<file path="src/rtl/mul8x8_seq_ctrl.sv">
// Sequential 8x8 unsigned multiplier controller built on an external 4x2 multiplier.
// Eight partial products are issued one per cycle and shift-accumulated into a 16-bit result.
module mul8x8_seq_ctrl (
    input  logic        clk,
    input  logic        rst_n,
    input  logic        start_valid,
    output logic        start_ready,
    input  logic [7:0]  a,
    input  logic [7:0]  b,
    output logic        res_valid,
    input  logic        res_ready,
    output logic [15:0] product,
    output logic        busy,
    output logic [3:0]  mul_x,
    output logic [1:0]  mul_y,
    input  logic [5:0]  mul_m
);

    typedef enum logic [1:0] {
        IDLE = 2'd0,
        RUN  = 2'd1,
        DONE = 2'd2
    } state_t;

    state_t      state_q;
    logic [2:0]  k_q;
    logic [7:0]  a_q;
    logic [7:0]  b_q;
    logic [15:0] acc_q;
    logic [15:0] acc_d;
    logic [15:0] pp;
    logic [3:0]  shamt;
    logic        start_ready_q;
    logic        res_valid_q;
    logic        busy_q;

    // Step k selects nibble k[0] of a and 2-bit digit k[2:1] of b.
    always_comb begin
        mul_x = 4'd0;
        mul_y = 2'd0;
        if (state_q == RUN) begin
            mul_x = k_q[0] ? a_q[7:4] : a_q[3:0];
            unique case (k_q[2:1])
                2'd0: mul_y = b_q[1:0];
                2'd1: mul_y = b_q[3:2];
                2'd2: mul_y = b_q[5:4];
                2'd3: mul_y = b_q[7:6];
            endcase
        end
    end

    assign shamt = {1'b0, k_q[0], 2'b00} + {1'b0, k_q[2:1], 1'b0};
    assign pp    = {10'd0, mul_m} << shamt;
    assign acc_d = acc_q + pp;

    always_ff @(posedge clk or negedge rst_n) begin
        if (!rst_n) begin
            state_q       <= IDLE;
            k_q           <= 3'd0;
            a_q           <= 8'd0;
            b_q           <= 8'd0;
            acc_q         <= 16'd0;
            start_ready_q <= 1'b1;
            res_valid_q   <= 1'b0;
            busy_q        <= 1'b0;
        end else begin
            case (state_q)
                IDLE: begin
                    if (start_valid) begin
                        a_q           <= a;
                        b_q           <= b;
                        acc_q         <= 16'd0;
                        k_q           <= 3'd0;
                        state_q       <= RUN;
                        start_ready_q <= 1'b0;
                        busy_q        <= 1'b1;
                    end
                end
                RUN: begin
                    acc_q <= acc_d;
                    k_q   <= k_q + 3'd1;
                    if (k_q == 3'd7) begin
                        state_q     <= DONE;
                        res_valid_q <= 1'b1;
                    end
                end
                DONE: begin
                    if (res_ready) begin
                        state_q       <= IDLE;
                        res_valid_q   <= 1'b0;
                        busy_q        <= 1'b0;
                        start_ready_q <= 1'b1;
                    end
                end
                default: begin
                    state_q       <= IDLE;
                    res_valid_q   <= 1'b0;
                    busy_q        <= 1'b0;
                    start_ready_q <= 1'b1;
                end
            endcase
        end
    end

    assign start_ready = start_ready_q;
    assign res_valid   = res_valid_q;
    assign busy        = busy_q;
    assign product     = acc_q;

endmodule

</file>
<file path="config.mk">
export PLATFORM = sky130hd
export DESIGN_NAME = mul8x8_seq_ctrl
export DESIGN_NICKNAME = d
export VERILOG_FILES = /design/src/rtl/mul8x8_seq_ctrl.sv
export SDC_FILE = /design/constraint.sdc
export NUM_CORES = 1
export LEC_CHECK = 0
export CAP_MARGIN = 20
export CELL_PAD_IN_SITES_DETAIL_PLACEMENT = 1
export CELL_PAD_IN_SITES_GLOBAL_PLACEMENT = 1
export CORE_MARGIN = 1
export CORE_UTILIZATION = 40
export DETAILED_ROUTE_END_ITERATION = 10
export PLACE_DENSITY = 0.86
export RECOVER_POWER = 25
export SLEW_MARGIN = 10
export SYNTH_ARGS = -nofsm -noshare
export SYNTH_HDL_FRONTEND = slang
export SYNTH_SLANG_ARGS = --single-unit
</file>
<file path="constraint.sdc">
create_clock -name clk -period 3.2 [get_ports clk]
set_input_delay 0.48 -clock clk [delete_from_list [all_inputs] [get_ports clk]]
set_output_delay 0.48 -clock clk [all_outputs]
set_load 0.01 [all_outputs]
</file>
== Word level (Yosys, flattened, before mapping) ==
Index checks and enable logic that the tools add are counted.

* Memories: 0
* Logic and storage cells: 51
* Bits in read-only memories: 0
* Register bits: 40
* Latch bits: 0
* Input port bits: 26
* Output and inout port bits: 25
* RAM bits: 0

* Divide/modulo/power cells: 0
* Order comparisons: 0
* Multiply operators: 0
* Mux-type cells: 20
* Reductions and logical operators: 8
* Bitwise logic cells: 2
* Eq/ne operators: 9
* Shifts and indexed selects: 1
* $add $sub $neg: 3

{| class="wikitable"
|+ Operators with widths
! operator !! number
|-
| 16-bit one-hot mux with 2 select lines || 1
|-
| 16-bit adder || 1
|-
| 16-bit 2-to-1 mux || 1
|-
| 6-bit by 4-bit left shift with 16-bit output || 1
|-
| 1-bit one-hot mux with 3 select lines || 3
|-
| 3-bit AND reduction || 3
|-
| 2-bit 2-to-1 mux || 4
|-
| 4-bit 2-to-1 mux || 2
|-
| 2-bit one-hot mux with 4 select lines || 1
|-
| 2-bit equality test (second input constant) || 3
|-
| 2-bit one-hot mux with 3 select lines || 1
|-
| 3-bit one-hot mux with 2 select lines || 1
|-
| 1-bit 2-to-1 mux || 5
|-
| 3-bit by 3-bit adder with 4-bit output || 1
|-
| 2-bit by 1-bit equality test with 1-bit output (second input constant) || 2
|-
| 2-bit logical NOT || 2
|-
| 2-bit != test (second input constant) || 2
|-
| 2-bit AND reduction || 2
|-
| 3-bit by 1-bit adder with 3-bit output (second input constant) || 1
|-
| 3-bit equality test (second input constant) || 1
|-
| 3-bit 2-to-1 mux || 1
|-
| 2-bit by 1-bit != test with 1-bit output (second input constant) || 1
|-
| 1-bit NOT || 2
|-
| 2-bit nonzero test || 1
|}

== Longest topological paths before layout ==
* Depth in word-level cells: 4
* Mapped depth: 13
* Mapped depth without buffers: 12

== Worst setup path after synthesis ==
Ideal clock, no wire load.

* Kind: register -> register
* Start point: register k_q[2]
* End point: register acc_q[14], in the netlist product[14]
* Stages on the path, launching flop included: 14
* Buffers on the path: 1
* Library setup time: 0.129 ns
* Required time: 3.071 ns
* Arrival: 2.662 ns
* Setup slack: 0.409 ns
* Period minus slack after synthesis: 2.791 ns
* Path through: dfrtp_1 > ha_1 > buf_2 > nor3_1 > and2_1 > ha_1 > inv_1 > fa_1 > nor2b_1 > o31a_4 > o211ai_4 > o31ai_2 > xnor2_1 > o21ai_1

* Longest elaborated chain between the ends: 4

{| class="wikitable"
|+ RTL lines
! what !! line !! RTL
|-
| start: declaration || 26 || <nowiki>logic [2:0] k_q;</nowiki>
|-
| start signal: assignment || 81 || <nowiki>k_q <= k_q + 3'd1;</nowiki>
|-
| 3-bit by 3-bit adder with 4-bit output || 52 || <nowiki>assign shamt = {1'b0, k_q[0], 2'b00} + {1'b0, k_q[2:1], 1'b0};</nowiki>
|-
| 6-bit by 4-bit left shift with 16-bit output || 53 || <nowiki>assign pp = {10'd0, mul_m} << shamt;</nowiki>
|-
| 16-bit adder || 54 || <nowiki>assign acc_d = acc_q + pp;</nowiki>
|-
| 16-bit one-hot mux with 2 select lines || 67 || <nowiki>case (state_q)</nowiki>
|-
| end signal: assignment || 62 || <nowiki>acc_q <= 16'd0;</nowiki>
|-
| end signal: assignment || 72 || <nowiki>acc_q <= 16'd0;</nowiki>
|-
| end signal: assignment || 80 || <nowiki>acc_q <= acc_d;</nowiki>
|-
| end: declaration || 29 || <nowiki>logic [15:0] acc_q;</nowiki>
|}

No other way between the ends.
A chain may end at the register's enable or synchronous reset.

== Final worst setup path ==
* Start point: register k_q[0]
* End point: register acc_q[14], in the netlist product[14]

Same word-level chain as after synthesis.

==> results_dict.tcl <==
set metrics [dict create \
    clock-skew-final_ns 0.00548 \
    clockRootBuffer "clkbuf_8" \
    synth_flop_cell "dfrtp_1" \
    num_rows 29 \
    p_leak_nw 1.41 \
    clk_latency_ns 0.30 \
    start_kind "flop" \
    htree_levels 2 \
    initial_core_util_pct 41.6 \
    synth_cells 286 \
    setup_viol 0 \
    ioPinCount 51 \
    die_w_um 83.3 \
    cp_max_fo 9 \
    power_density_nw_per_um2 1190 \
    synth.cell_area_um2 2640 \
    cts_buffer_depth 2 \
    syn_area_per_cell_um2 9.24 \
    synthTopCellsByArea "dfrtp_1 37%, ha_1 8.5%, mux2_2 6.8%, nand2_1 5.5%, o21ai_0 4.7%" \
    vias_per_cell 5.48 \
    cap_violations 1 \
    ys_seq_area_share_pct 37.9 \
    async_flop_share_pct 100 \
    power_mw 4.00 \
    synth_cell_types 42 \
    end_kind "flop" \
    drt_wl_total_um 7150 \
    wire_per_inst_um 17.1 \
    grt_pass1_vias 2465 \
    syn-num-nets 331 \
    cts_made_buffers 5 \
    gp_congestion 0.872 \
    holdWs_ns 0.515 \
    fin_nets 385 \
    first_pass_iters 4 \
    fin_crit_sh_pct 93.4 \
    coreArea_um2 6350 \
    antenna_found_initial 0 \
    violations "capacitance limit, slew limit" \
    rsz0062_at_grt "false" \
    drtAntennaViolNets 0 \
    tritoncts "done" \
    area_growth_pct 27.0 \
    grt_pass1_wl_um 12200 \
    dp_hpwl_um 5610 \
    grt_start_max_net_pins 41 \
    clk_pin_slew_ns 0.09 \
    yosysWarnings 0 \
    synth_area_leader_cell "dfrtp_1" \
    port-buffer-count 50 \
    diodes 0 \
    overflow 0 \
    drive_gt1_share_pct 13.5 \
    die_area_um2 6930 \
    vias 2290 \
    period_needed_ns 2.99 \
    die_h_um 83.3 \
    status "complete, but fails checks" \
    setup_tns_ns 0 \
    fmax_ghz 0.335 \
    ctsHoldBuffers 0 \
    tightest_slew_ns 2.19 \
    drc 0 \
    required_ns 3.38 \
    finalHoldViolCount 0 \
    initialDrtViolationCount 85 \
    path_class "reg2reg" \
    synth-edff-count 0 \
    hp-class "reg2reg" \
    relSlewSlack_pct -45.9 \
    critPathArrivalTime_ns 3.17 \
    maxSlewViolCount 41 \
    synth_top_area_share_pct 36.9 \
    synth-seq-cells 40 \
    final_cell_mix "49 x clkdlybuf4s50_1, 39 x nand2_1, 39 x dfrtp_1, 25 x o21ai_0, 22 x a21oi_1" \
    grt_usage_pct 22.0 \
    final_common_cell "clkdlybuf4s50_1" \
    cts.sinks 40 \
    irDropWorstVdd_mv 0.586 \
]
-- worst max-delay path, cell delays in order (launching register included) --
cell and delay, ns:
dfrtp_1 0.39, ha_2 0.36, buf_4 0.17, nor3_1 0.21, and2_1 0.17, ha_1 0.17, inv_1 0.06, fa_1 0.40
nor2b_1 0.19, o31a_4 0.17, o211ai_4 0.10, o31ai_2 0.27, xnor2_1 0.14, o21ai_1 0.07
-- metrics by stage --
stage / utilization (%) / std cells / area, um^2 / worst slack [ns]
global route: 52.8 / 418 / 3360 / 0.00452
finish: 52.8 / 418 / 3360 / 0.212
detailed placement: 51.3 / 410 / 3260 / 0.151
global placement: 51.3 / 410 / 3260 / 0.210
CTS: 52.8 / 418 / 3350 / 0.132
floorplan: - / 286 / 2640 / 0.409
-- area by class of cell --
class	count	area (um^2)
Sequential cell	40	1000
Fill cell	750	2990
Tap cell	77	96.3
Inverter	7	26.3
Clock buffer	6	82.6
Multi-Input combinational cell	224	1550
Timing Repair Buffer	62	584
Clock inverter	2	15.0
-- final timing paths --
kind,start,endpoint,slack (ns),cells after the start
max in group asynchronous,rst_n,state_q[1]$_DFFE_PN0P_,1.14,1
worst max register to register,k_q[0]$_DFFE_PN0P_,product[14]$_DFFE_PN0P_,0.21,13
min in group asynchronous,rst_n,a_q[0]$_DFFE_PN0P_,0.82,1
worst max-delay path,k_q[0]$_DFFE_PN0P_,product[14]$_DFFE_PN0P_,0.21,13
worst min-delay path,b_q[1]$_DFFE_PN0P_,b_q[1]$_DFFE_PN0P_,0.51,1
worst min register to register,b_q[1]$_DFFE_PN0P_,b_q[1]$_DFFE_PN0P_,0.51,1
-- logic make-up after synthesis --
group	synth area share, %
compound gates	17.3
xor+xnor	4.64
fa+ha+maj	9.28
buf+inv	3.51
flops	37.9
mux	11.6
simple gates	15.7
-- timing repair --
| item | CTS | global route |
|---|---|---|
| endpoints found under the setup margin | 0 | 5 |
| endpoints found under the hold margin | 0 | 0 |
| gates resized for setup | 0 | 1 |
| setup buffers | 0 | 0 |
-- state kept, by name (all words and copies together), names as in the netlist --
name         cells
product         16
a_q              8
b_q              8
k_q              3
state_q          2
busy             1
res_valid        1
start_ready      1
-- report_power, final --
part	total [mW]	switching, mW	leakage [nW]	internal (mW)
Clock	0.374	0.199	0.0434	0.175
Sequential	0.972	0.206	0.481	0.765
Combinational	2.65	1.38	0.881	1.27
Total	4.00	1.78	1.41	2.21
-- metal layers --
metal | global-route usage [%] | share of wire, %
met1 | 28.5 | 46
met2 | 38.7 | 51
met3 | 2.58 | 2.2
met4 | 5.80 | 1.2
met5 | 0 | 0
-- Yosys cell counts (7+ instances only) --
cell type and count:
a21oi_1 22, buf_2 7, dfrtp_1 39, ha_1 18
inv_1 7, mux2_2 16, mux2i_1 8, nand2_1 39
nor2_1 20, nor2b_1 9, o21ai_0 25, xnor2_1 10
Note: power is estimated with default switching activity, not from simulation.
